$ cat config.mk
export PLATFORM = sky130hd
export DESIGN_NAME = cla_bus_master
export DESIGN_NICKNAME = d
export VERILOG_FILES = /design/src/rtl/cla_bus_master.sv
export SDC_FILE = /design/constraint.sdc
export NUM_CORES = 1
export LEC_CHECK = 0
export BUFFER_PORTS_ARGS = -buffer_cell sky130_fd_sc_hd__clkbuf_2
export CORE_UTILIZATION = 55
export DETAILED_ROUTE_END_ITERATION = 8
export PLACE_DENSITY_LB_ADDON = 0.2
export SKIP_CTS_REPAIR_TIMING = 1
export SLEW_MARGIN = 20
export SYNTH_ARGS = -nofsm -noshare
export SYNTH_HDL_FRONTEND = slang
export SYNTH_SLANG_ARGS = --single-unit
export TNS_END_PERCENT = 10
$ cat constraint.sdc
create_clock -name clock -period 9.65 [get_ports clock]
set_clock_uncertainty 0.1 [all_clocks]
set_input_delay 0.965 -clock clock [delete_from_list [all_inputs] [get_ports clock]]
set_output_delay 0.965 -clock clock [all_outputs]
set_load 0.02 [all_outputs]
$ cat src/rtl/cla_bus_master.sv
// rtl/cla_bus_master.sv - bus initiator driving write A / write B / read sum on the CLA adder slave
//
// Ports:
//   clock, reset          rising-edge clock, synchronous active-high reset
//   req_valid/req_ready   operand request handshake (ready only when idle)
//   req_a, req_b          operand pair, latched on acceptance
//   rsp_valid/rsp_ready   response handshake, held valid until accepted
//   rsp_sum, rsp_error    captured slave result and mismatch flag vs local A+B
//   busy                  high whenever an operation is in flight
//   CS, WR, RD            active-low chip select, write strobe, read strobe (registered)
//   Address, Data         registered bus address and write data
//   Rdata                 slave result input

module cla_bus_master #(
    parameter int DATA_WIDTH = 32,
    parameter int ADD_WIDTH  = 1,
    parameter int RD_LATENCY = 1
) (
    input  logic                  clock,
    input  logic                  reset,
    input  logic                  req_valid,
    output logic                  req_ready,
    input  logic [DATA_WIDTH-1:0] req_a,
    input  logic [DATA_WIDTH-1:0] req_b,
    output logic                  rsp_valid,
    input  logic                  rsp_ready,
    output logic [DATA_WIDTH-1:0] rsp_sum,
    output logic                  rsp_error,
    output logic                  busy,
    output logic                  CS,
    output logic                  WR,
    output logic                  RD,
    output logic [ADD_WIDTH-1:0]  Address,
    output logic [DATA_WIDTH-1:0] Data,
    input  logic [DATA_WIDTH-1:0] Rdata
);

    localparam int CNT_W = (RD_LATENCY > 1) ? $clog2(RD_LATENCY) : 1;

    typedef enum logic [2:0] {
        S_IDLE,
        S_WR_A,
        S_WR_B,
        S_RD_REQ,
        S_RD_WAIT,
        S_RESP
    } state_t;

    state_t                state;
    state_t                state_nxt;
    logic [DATA_WIDTH-1:0] a_q;
    logic [DATA_WIDTH-1:0] b_q;
    logic [CNT_W-1:0]      wait_cnt;
    logic                  wait_done;
    logic [DATA_WIDTH-1:0] exp_sum;

    logic                  cs_nxt;
    logic                  wr_nxt;
    logic                  rd_nxt;
    logic [ADD_WIDTH-1:0]  addr_nxt;
    logic [DATA_WIDTH-1:0] data_nxt;

    assign req_ready = (state == S_IDLE);
    assign busy      = (state != S_IDLE);
    assign wait_done = (wait_cnt == '0);

    // Result width equals operand width, so the carry-out is discarded here.
    assign exp_sum   = a_q + b_q;

    always_comb begin
        state_nxt = state;
        unique case (state)
            S_IDLE:    if (req_valid) state_nxt = S_WR_A;
            S_WR_A:    state_nxt = S_WR_B;
            S_WR_B:    state_nxt = S_RD_REQ;
            S_RD_REQ:  state_nxt = S_RD_WAIT;
            S_RD_WAIT: if (wait_done) state_nxt = S_RESP;
            S_RESP:    if (rsp_ready) state_nxt = S_IDLE;
            default:   state_nxt = S_IDLE;
        endcase
    end

    // Bus outputs are registered, so their values are decoded from the state
    // being entered. WR_A is only entered from IDLE, where the operands are
    // not latched yet, hence req_a is driven directly.
    always_comb begin
        cs_nxt   = 1'b1;
        wr_nxt   = 1'b1;
        rd_nxt   = 1'b1;
        addr_nxt = '0;
        data_nxt = '0;
        unique case (state_nxt)
            S_WR_A: begin
                cs_nxt   = 1'b0;
                wr_nxt   = 1'b0;
                addr_nxt = '0;
                data_nxt = req_a;
            end
            S_WR_B: begin
                cs_nxt   = 1'b0;
                wr_nxt   = 1'b0;
                addr_nxt = ADD_WIDTH'(1);
                data_nxt = b_q;
            end
            S_RD_REQ: begin
                cs_nxt   = 1'b0;
                rd_nxt   = 1'b0;
                addr_nxt = ADD_WIDTH'(1);
            end
            default: begin
                cs_nxt   = 1'b1;
            end
        endcase
    end

    always_ff @(posedge clock) begin
        if (reset) begin
            state     <= S_IDLE;
            CS        <= 1'b1;
            WR        <= 1'b1;
            RD        <= 1'b1;
            Address   <= '0;
            Data      <= '0;
            rsp_valid <= 1'b0;
            rsp_sum   <= '0;
            rsp_error <= 1'b0;
            wait_cnt  <= '0;
            a_q       <= '0;
            b_q       <= '0;
        end else begin
            state     <= state_nxt;
            CS        <= cs_nxt;
            WR        <= wr_nxt;
            RD        <= rd_nxt;
            Address   <= addr_nxt;
            Data      <= data_nxt;
            rsp_valid <= (state_nxt == S_RESP);

            if (state == S_IDLE && req_valid) begin
                a_q <= req_a;
                b_q <= req_b;
            end

            // Counter counts down the remaining RD_WAIT cycles; zero marks the
            // capture cycle.
            if (state == S_RD_REQ) begin
                wait_cnt <= CNT_W'(RD_LATENCY - 1);
            end else if (state == S_RD_WAIT && !wait_done) begin
                wait_cnt <= wait_cnt - CNT_W'(1);
            end

            if (state == S_RD_WAIT && wait_done) begin
                rsp_sum   <= Rdata;
                rsp_error <= (Rdata != exp_sum);
            end
        end
    end

endmodule

# After elaboration in Yosys (flattened, before gate mapping)
# Cells that the tools add are included.
# W data, S select, Z words.
# totals
inputBits	100
register_bits	138
word_cells	43
# classes
n_addsub	2
muxes	9
eq_ne	10
n_reduce_logical	9
bitwise_logic	1
# op_table
op	count
$pmux W32 S2	1
$add A32 B32 Y32	1
$ne A32 B32 Y1	1
$pmux W3 S6	1
$eq A3 B2 Y1 const B	4
$eq A3 B3 Y1 const B	3
$mux W3	3
$eq A3 B1 Y1 const B	2
$reduce_or A2 Y1	3
$mux W1	4
$logic_and A1 B1 Y1	3
$logic_not A3 Y1	1
$reduce_bool A3 Y1	1
$reduce_or A3 Y1	1
$not A1 Y1	1
$sub A1 B1 Y1 const B	1

# Longest topological paths before layout
# depth
ltp_word	5
ltp_mapped	11
mapped_depth_nobuf	11

# Worst setup path before layout
# Ideal clock, no wire load.
# synth_timing
path_kind	input-to-reg
from	input Rdata[8]
to	register rsp_error
arrival_time_ns	3.105
path_stages	9
setup_slack_ns	6.311
setup_ns	0.134
path_cell_list	xnor2_1 a221oi_2 a21bo_1 a222oi_1 o2111ai_1 or4_1 or4_1 nor4_2 a211oi_1
# synth_between
elab_chain_len	1
# synth_rtl
element	line	rtl
from (decl)	35	input logic [DATA_WIDTH-1:0] Rdata
$ne A32 B32 Y1	154	rsp_error <= (Rdata != exp_sum);
to (signal assigned)	154	
to (decl)	28	output logic rsp_error,
# No other way between the ends.
# A chain may end at the register's enable or synchronous reset.

# Worst setup path after layout
# layout_timing
from	register b_q[1]
to	register rsp_error
# layout_between
elab_chain_len	2
# layout_rtl
element	line	rtl
from (decl)	52	logic [DATA_WIDTH-1:0] b_q;
from (signal assigned)	141	b_q <= req_b;
$add A32 B32 Y32	68	assign exp_sum = a_q + b_q;
$ne A32 B32 Y1	154	
# No other way between the ends.

==> results.sh <==
export IMPL_grt_setup_unrepaired="no"
export IMPL_maxClockFrequency_ghz=0.2877
export IMPL_synth_adder_area_share=0.05881
export IMPL_status="finished clean"
export IMPL_core_region_area_mm2=0.01216
export IMPL_worst_reg_to_reg_setup_slack_ns=6.17
export IMPL_global_route_usage_total=0.2876
export IMPL_type_of_destination_of_the_critical_path="flip-flop"
export IMPL_netlist_top_cells_area="dfxtp_1 (40%), nand2_1 (14%), a21oi_1 (12%)"
export IMPL_largest_net_degree_at_the_start_of_global_routing=72
export IMPL_period_utilization_post_route=0.3602
export IMPL_clk_pin_slew_ns=0.06
export IMPL_synth_compound_area_frac=0.2228
export IMPL_max_clock_path_buffers=2
export IMPL_hold_path_cell_count=2
export IMPL_antenna_found_initial=0
export IMPL_ant_nets=0
export IMPL_power_w=0.001594
export IMPL_crit_path_start_kind="flip-flop"
export IMPL_gate_count_post_synth=910
export IMPL_vias_in_the_first_global_route=6152
export IMPL_post_synth_xor_area_fraction=0.05304
export IMPL_slew_violations=0
export IMPL_tightestPinTransition_ns=0.7109
export IMPL_most_common_library_cells_after_synthesis="nand2_1 (261), a21oi_1 (167), dfxtp_1 (138)"
export IMPL_final_fill_count=1073
export IMPL_layout_min_cycle_time_ns=3.476
export IMPL_synth_top_cell_by_area="dfxtp_1"
export IMPL_gp_congestion=0.9421
export IMPL_floorplan_initialDensity=0.5703
export IMPL_max_cap_violations=0
export IMPL_cp_max_fo=4
export IMPL_setup_total_negative_slack_ns=0
export IMPL_final_layout_size_suffix_gt1_frac=0.2049
export IMPL_synth_top_family_by_area="simple AND/OR/NAND/NOR gates"
export IMPL_seq_area_frac_synth=0.3983
export IMPL_wire_length_of_the_first_global_routing_pass_um=29530
export IMPL_synth_seq_cells=138
export IMPL_worst_slew_margin_rel=0.5211
export IMPL_final_net_count=1178
export IMPL_fp_dieH_um=114.3
export IMPL_synth_most_common_cell="nand2_1"
export IMPL_synthArstFlopShare=0
export IMPL_synth_mux_area_fraction=0.005953
export IMPL_die_area_mm2=0.01306
export IMPL_drc=0
export IMPL_cts_sink_count=138
export IMPL_final_report_hold_violation_count=0
export IMPL_syn_nets=1042
export IMPL_grt_overflow_total=0
export IMPL_synthesis_yosys_warnings=0
export IMPL_setup_viol=0
export IMPL_cts_max_level=4
export IMPL_routed_via_density=5.615
export IMPL_port_buffers=171
export IMPL_drt_iter0_drc=567
export IMPL_cts_tree="yes"
export IMPL_hold_path_class="reg -> reg"
export IMPL_synth_top_cell_area_share=0.3983
export IMPL_mappedNetlistArea_mm2=0.006935
export IMPL_synth_main_ff_cell="dfxtp_1"
export IMPL_synth_enable_flop_cells=0
export IMPL_power_per_cell_area_mw_per_mm2=190.4
export IMPL_die_width_um=114.3
export IMPL_netlist_cell_type_count=61
export IMPL_yosys_area_share_simple=0.2237
export IMPL_critical_path_arrival_ns=3.66
export IMPL_drt_pass1_iter_count=5
export IMPL_max_vdd_ir_drop_mv=0.1359
export IMPL_r2r_cells=10
export IMPL_power_leakage_nw=3.447
export IMPL_n_antenna_cell=0
export IMPL_cts_root_buf="clkbuf_16"
export IMPL_top_level_ports=172
export IMPL_cell_row_count=40
export IMPL_syn_area_per_cell_um2=7.621
export IMPL_num_cts_buffers=17
export IMPL_crit_required_ns=9.83
export IMPL_dp_final_hpwl_um=13310
export IMPL_timing_worst_setup_path_type="reg -> reg"
export IMPL_average_wire_per_standard_cell_um=14.95
export IMPL_synthToLayoutAreaGrowth_pct=20.71
export IMPL_clkLatencyLatePin_ns=0.43
export IMPL_via_count=6890
export IMPL_totalWireLength_um=18340
logic make-up (layout without fill, tap and decap cells):
family / Yosys count / count (layout)
and+or+nand+nor: 365 / 365
AOI/OAI and AO/OA: 264 / 264
DFF: 138 / 138
buffers and inverters: 65 / 214
xor gates and xnor gates: 42 / 42
adders and majority gates: 32 / 32
muxes: 4 / 4
power breakdown:
part           switching (W)  leakage [nW]  internal [W]
combinational       0.000223          2.05      0.000125
sequential         0.0000249          1.13      0.000612
clock               0.000243         0.273      0.000366
total               0.000491          3.45       0.00110
critical path: stages, from the launching register on:
cell and delay (ns):
dfxtp_1 0.40, ha_1 0.28, a211oi_2 0.24, o21bai_1 0.16, a31oi_1 0.39, o311ai_0 0.21
or3b_1 0.41, or4_1 0.48, or4_1 0.42, nor4_2 0.16, a211oi_1 0.10
cell usage in the layout (no fill, tap or decap), types with 4 or more instances in the layout:
cell         n
o21bai_1     6
a2111oi_0    5
o21a_1       6
and2_1       6
a31oi_1      4
a21oi_1    167
ha_1        31
inv_1        6
nor4_1       4
a211oi_1     8
or3_1        5
nor2b_1      6
xor2_1      15
o21ai_0     28
nor2_1      30
nor3_1       9
xnor2_1     27
nand3_1     10
dfxtp_1    138
nand4_1     17
clkbuf_16   17
nand2_1    260
buf_4        6
clkinv_2     5
clkbuf_2   170
sequential cells by signal (all words and copies together) (netlist names), 3 cells and up:
register / count
Data: 32
b_q: 32
a_q: 32
rsp_sum: 32
state: 3
worst paths after layout:
path,startpoint,end
setup / recovery,b_q[1],rsp_error
hold / removal,rsp_sum[16],rsp_sum[16]
setup reg to reg,b_q[1],rsp_error
hold reg to reg,rsp_sum[16],rsp_sum[16]
through the flow:
stage / hold WS [ns] / worst slack (ns) / util / area [um^2] / instances
final: 0.3491 / 6.174 / 0.6884 / 8372 / 1227
after global routing: 0.3697 / 5.967 / 0.6884 / 8372 / 1227
after CTS: 0.3534 / 6.202 / 0.6883 / 8371 / 1227
after detailed placement: 0.3456 / 6.019 / 0.6425 / 7814 / 1195
after global placement: 0.3416 / 6.077 / 0.6425 / 7814 / 1195
after floorplan: 0.3406 / 6.311 / - / 6935 / 910
layer usage:
metal	vias to the layer above	GRT usage	routed length (um)
li1	3431	-	-
met1	3172	0.3939	8527
met2	265	0.4436	8051
met3	22	0.07200	1461
met4	0	0.09264	299
met5	-	0	0
layout make-up:
cell class / instances / area (um^2) / share of cell area
Clock buffer: 21 / 460.4 / 0.05500
Clock inverter: 11 / 96.34 / 0.01151
Inverter: 6 / 22.52 / 0.002690
Multi-Input combinational cell: 707 / 3924 / 0.4687
Sequential cell: 138 / 2763 / 0.3300
Tap cell: 168 / 210.2 / 0.02511
Timing Repair Buffer: 176 / 895.9 / 0.1070
(Power assumes the default switching activity.)
